===== src/rtl/counter_pkg.sv =====
// rtl/counter_pkg.sv - shared width bounds and operation decode for the sync counters
//
// Purpose: constants and the priority-encoded per-edge operation shared by
// the synchronous up and down counter cells.
// Contents:
//   WIDTH_MIN / WIDTH_MAX  legal counter width range
//   op_e                   per-edge operation (hold, clear, load, count)
//   decode_op()            CLK-qualified priority decode: clear > load > count > hold
package counter_pkg;

  localparam int WIDTH_MIN = 2;
  localparam int WIDTH_MAX = 16;

  typedef enum logic [1:0] {
    OP_HOLD = 2'd0,
    OP_CLR  = 2'd1,
    OP_LD   = 2'd2,
    OP_CNT  = 2'd3
  } op_e;

  // Reset is not part of this decode; it is handled directly in each register.
  function automatic op_e decode_op(input logic strobe, input logic cll,
                                    input logic ld, input logic ci);
    op_e op;
    op = OP_HOLD;
    if (strobe) begin
      if (!cll)    op = OP_CLR;
      else if (ld) op = OP_LD;
      else if (ci) op = OP_CNT;
    end
    return op;
  endfunction

endpackage


===== src/rtl/syn_up_counter_bit.sv =====
// rtl/syn_up_counter_bit.sv - single toggle cell of the synchronous up counter
//
// Purpose: one counter bit with synchronous reset, clear, load and toggle.
// Ports:
//   clk  in   rising-edge clock
//   rst  in   synchronous active-high reset (q = 0)
//   clr  in   synchronous clear (q = 0)
//   ld   in   load d
//   d    in   load value
//   tgl  in   invert q
//   q    out  bit value
module syn_up_counter_bit (
  input  logic clk,
  input  logic rst,
  input  logic clr,
  input  logic ld,
  input  logic d,
  input  logic tgl,
  output logic q
);

  always_ff @(posedge clk) begin
    if (rst)      q <= 1'b0;
    else if (clr) q <= 1'b0;
    else if (ld)  q <= d;
    else if (tgl) q <= ~q;
  end

endmodule


===== src/rtl/syn_up_counter.sv =====
// rtl/syn_up_counter.sv - cascadable synchronous up counter with sticky TC and saturate mode
//
// Purpose: WIDTH-bit binary up counter with parallel load, clear, carry in/out
// for cascading, a sticky terminal-count flag and an optional saturate mode.
// Ports:
//   MasterClock  in   clock, all state changes on its rising edge
//   RESET        in   synchronous active-high reset
//   CLK          in   count strobe (clock enable) qualifying CLL/LD/CI
//   CLL          in   active-low clear
//   LD           in   parallel load strobe
//   D[WIDTH]     in   load value
//   CI           in   carry-in / count enable
//   SAT          in   saturate-mode value captured on load
//   TCACK        in   clears the sticky TC flag
//   Q[WIDTH]     out  counter value
//   QB[WIDTH]    out  inverse of Q
//   CO           out  carry-out: CI & (Q == all ones) & ~sat_mode
//   TC           out  sticky terminal-count flag
module syn_up_counter
  import counter_pkg::*;
#(
  parameter int WIDTH       = 8,
  parameter bit SAT_DEFAULT = 1'b0
) (
  input  logic             MasterClock,
  input  logic             RESET,
  input  logic             CLK,
  input  logic             CLL,
  input  logic             LD,
  input  logic [WIDTH-1:0] D,
  input  logic             CI,
  input  logic             SAT,
  input  logic             TCACK,
  output logic [WIDTH-1:0] Q,
  output logic [WIDTH-1:0] QB,
  output logic             CO,
  output logic             TC
);

  op_e              op;
  logic [WIDTH-1:0] q;
  logic [WIDTH-1:0] carry;
  logic             sat_mode;
  logic             tc;
  logic             all_ones;
  logic             near_ones;
  logic             inc_en;
  logic             tc_set;

  assign op        = decode_op(CLK, CLL, LD, CI);
  assign all_ones  = &q;
  assign near_ones = (&q[WIDTH-1:1]) & ~q[0];

  // In saturate mode the count stops at all ones instead of wrapping.
  assign inc_en = (op == OP_CNT) && !(sat_mode && all_ones);

  // Wrap mode flags the all-ones -> 0 transition; saturate mode flags reaching
  // (or sitting at) all ones so TC stays asserted while saturated.
  assign tc_set = (op == OP_CNT) && (sat_mode ? (all_ones || near_ones) : all_ones);

  // Ripple toggle chain: bit i toggles when all lower bits are one.
  assign carry[0] = inc_en;
  for (genvar i = 1; i < WIDTH; i++) begin : g_carry
    assign carry[i] = carry[i-1] & q[i-1];
  end

  for (genvar i = 0; i < WIDTH; i++) begin : g_bit
    syn_up_counter_bit u_bit (
      .clk (MasterClock),
      .rst (RESET),
      .clr (op == OP_CLR),
      .ld  (op == OP_LD),
      .d   (D[i]),
      .tgl (carry[i]),
      .q   (q[i])
    );
  end

  always_ff @(posedge MasterClock) begin
    if (RESET) begin
      sat_mode <= SAT_DEFAULT;
      tc       <= 1'b0;
    end else begin
      if (op == OP_LD) sat_mode <= SAT;
      // A set on the same edge as TCACK wins; TCACK needs no CLK strobe.
      if (op == OP_CLR)  tc <= 1'b0;
      else if (tc_set)   tc <= 1'b1;
      else if (TCACK)    tc <= 1'b0;
    end
  end

  assign Q  = q;
  assign QB = ~q;
  assign CO = CI & all_ones & ~sat_mode;
  assign TC = tc;

endmodule


===== config.mk =====
export PLATFORM = sky130hd
export DESIGN_NAME = syn_up_counter
export DESIGN_NICKNAME = d
export VERILOG_FILES = /design/src/rtl/counter_pkg.sv /design/src/rtl/syn_up_counter_bit.sv /design/src/rtl/syn_up_counter.sv
export SDC_FILE = /design/constraint.sdc
export NUM_CORES = 1
export LEC_CHECK = 0
export CAP_MARGIN = 20
export CORE_UTILIZATION = 38
export CTS_CLUSTER_DIAMETER = 80
export DETAILED_ROUTE_END_ITERATION = 8
export GPL_ROUTABILITY_DRIVEN = 0
export PLACE_DENSITY = 0.78
export SLEW_MARGIN = 20
export SYNTH_ARGS = -nofsm -noshare
export SYNTH_HDL_FRONTEND = slang
export SYNTH_SLANG_ARGS = --single-unit

===== constraint.sdc =====
create_clock -name MasterClock -period 1.9 [get_ports MasterClock]
set_input_delay 0.57 -clock MasterClock [delete_from_list [all_inputs] [get_ports MasterClock]]
set_output_delay 0.57 -clock MasterClock [all_outputs]
set_load 0.02 [all_outputs]

==> results.toml <==
[global_routing]
grt_overflow = 0
grt_pass1_wl_mm = 3.02
antenna_found_initial = 0
grt_start_max_net_pins = 10
grt_pass1_vias = 703
track_usage = 0.211

[sta]
finalSetupViolCount = 0
final_max_slew_viol_count = 0
worst_slack_ps = 72.1
slew_headroom = 0.818
fin_skew_ps = 3.04
rsz0062_at_grt = "false"
layout_min_cycle_time_ps = 1830
timing.final.hold_violations = 0
fin_crit_sh = 0.962
worst_pin_slew_ps = 271
timing.fmax_ghz = 0.547

[synthesis]
syn_nets = 98
syn-cell-area_um2 = 644
synth_cells = 82
synthAdderAreaFrac = 0
synth-edff-count = 0
synth_common_cells = "dfxtp_1 (10), buf_4 (9), inv_1 (9)"
yosysMostFrequentCell = "dfxtp_1"
yosysTopAreaCell = "dfxtp_1"
synth.avg_cell_area_um2 = 7.86
synth_xor_area_frac = 0
synth_seq_cells = 10
synth_cell_types = 28
ys_async_sr_fraction = 0
synthTopCellsByArea = "dfxtp_1 (31%), buf_4 (10%), o21ai_0 (6.2%), a311oi_1 (5.4%), inv_1 (5.2%)"
ys_seq_area_frac = 0.311
yosys_warnings = 0
synth_ff_type = "dfxtp_1"
yosys.area_share.simple = 0.295
synth_compound_area_frac = 0.223
synth_top_family_by_area = "simple AND/OR/NAND/NOR gates"
synth_mux_area_frac = 0
yosysTopAreaCellShare = 0.311

[routing]
post-route-drc-count = 0
wl_per_cell_um = 12.9
dr.pass1.iters = 4
antenna_left = 0
vias = 765
vias_per_cell = 5.39
drtIter0Drc = 29
drt-total-wl_mm = 1.83

[die]
rows = 14
start_util = 0.418
die_area_um2 = 1860
die_y_um = 43.2
ios = 34
coreArea_um2 = 1540
die_w_um = 43.2

[pwr]
p_leak_nw = 0.530
internal_power_w = 0.000402
p_seq_frac = 0.405
vdd_drop_max_uv = 307
p_clk_frac = 0.362
power_density_nw_per_um2 = 495
swShare = 0.263
p_sw_w = 0.000144
comb_power_share = 0.233

[cts]
clock_sinks = 10
cts_tree = "built"
clkSlewWorstSetupHoldPaths_ps = 70
htree_levels = 1
clkLatencyLatePin_ps = 270
cts_root_buffer = "clkbuf_4"
clockBufferDepth = 2
numCtsBuffers = 3
post_cts_buffers = 0

[cells_and_area]
num-nets-final = 143
syn_to_final_growth_pct = 71.1
finalInstanceArea_um2 = 1100
diodes = 0
drive_above_1_share = 0.238
n_fill_cell = 137

[critical_path]
crit_required_ps = 2100
r2r-start = "sat_mode$_SDFFE_PP0P_"
endpoint_kind = "flip-flop"
start_kind = "input pin"
rrSetupSlack_ps = 460
reg2reg_depth = 5
worstReg2RegEnd = "g_bit[2].u_bit.q$_SDFFE_PP0P_"
crit_end = "TC$_SDFFE_PP0P_"
cp.arrival_ps = 2030
path_max_fanout = 7
cp-startpoint = "CLL"
worst-setup-path-type = "in2reg"

[placement]
port-buffer-count = 33
hpwl_mm = 1.46
place_area_um2 = 1060
post-place-ws_ps = -566

[run]
cap_violations = 0

[hold_path]
hp-class = "reg2reg"

[outcome]
status = "completed"
-- timing repair --
action,4_1_cts,5_1_grt
resized for setup,16,9
setup endpoints to repair,11,9
pin swaps,0,2
hold buffers,0,0
-- area by class of cell --
| cell class | instances | area, um2 | share of cell area |
|---|---|---|---|
| Clock buffer | 4 | 36.3 | 0.0329 |
| Multi-Input combinational cell | 52 | 347 | 0.314 |
| Inverter | 9 | 33.8 | 0.0306 |
| Tap cell | 16 | 20.0 | 0.0182 |
| Timing Repair Buffer | 51 | 465 | 0.422 |
| Sequential cell | 10 | 200 | 0.182 |
-- metal layers --
layer  vias to the layer above  global-route usage  routed length (um)
met2                        36               0.346                 872
li1                        377                   -                   -
met1                       348               0.279                 804
met3                         4              0.0298                 126
met5                         -                   0                   0
met4                         0              0.0727                  27
-- layout by cell type, fill, tap and decap left out, types with 2 or more instances in the layout --
cell type and n:
clkbuf_4 3, a311oi_1 4, nand2_1 6, a21oi_1 4
dlygate4sd2_1 10, buf_4 19, and3_1 3, nor2_1 2
inv_1 9, nand3_1 3, dfxtp_1 10, clkdlybuf4s50_1 15
dlymetal6s2s_1 6, nor4_2 2, nor3_1 4, a211oi_1 2
o21ai_0 8
-- per-stage QoR --
step | power [W] | util | cells | setup TNS, ps | hold WS, ps
2_1_floorplan | 0.000286 | - | 82 | 0 | 459
3_3_place_gp | 0.000357 | 0.688 | 138 | -1530 | 458
3_5_place_dp | 0.000360 | 0.688 | 138 | -1730 | 485
4_1_cts | 0.000549 | 0.699 | 142 | 0 | 495
5_1_grt | 0.000571 | 0.715 | 142 | 0 | 523
6_report | 0.000546 | 0.715 | 142 | 0 | 484
-- kinds of logic after synthesis --
kind of cell	count (synthesis)
simple gates	30
compound gates	22
buf+inv	20
flops	10
-- worst max-delay path: stages --
cell             delay (ps)
clkdlybuf4s50_1         500
and4b_1                 190
buf_4                   150
or4b_1                  450
a21boi_1                160
-- power by group through the flow --
| stage | registers (W) | logic [W] | clock network [W] |
|---|---|---|---|
| floorplan | 0.000228 | 0.0000586 | 0 |
| global placement | 0.000226 | 0.000131 | 0 |
| detailed placement | 0.000226 | 0.000134 | 0 |
| CTS | 0.000221 | 0.000127 | 0.000201 |
| global route | 0.000222 | 0.000136 | 0.000213 |
| finish | 0.000221 | 0.000127 | 0.000198 |
-- registers in the layout (all words and copies together), names as in the netlist --
signal,cells
TC,1
g_bit.u_bit.q,8
sat_mode,1
-- worst min path at each step --
| stage | startpoint | endpoint | slack [ps] | cells past startpoint |
|---|---|---|---|---|
| floorplan | g_bit[2].u_bit.q$_SDFFE_PP0P_ | g_bit[2].u_bit.q$_SDFFE_PP0P_ | 460 | 1 |
| global placement | TC$_SDFFE_PP0P_ | TC$_SDFFE_PP0P_ | 460 | 2 |
| detailed placement | TC$_SDFFE_PP0P_ | TC$_SDFFE_PP0P_ | 490 | 2 |
| CTS | TC$_SDFFE_PP0P_ | TC$_SDFFE_PP0P_ | 500 | 2 |
| global route | TC$_SDFFE_PP0P_ | TC$_SDFFE_PP0P_ | 520 | 2 |
| finish | TC$_SDFFE_PP0P_ | TC$_SDFFE_PP0P_ | 480 | 2 |
No activity file was read; power rests on OpenSTA's default activity.
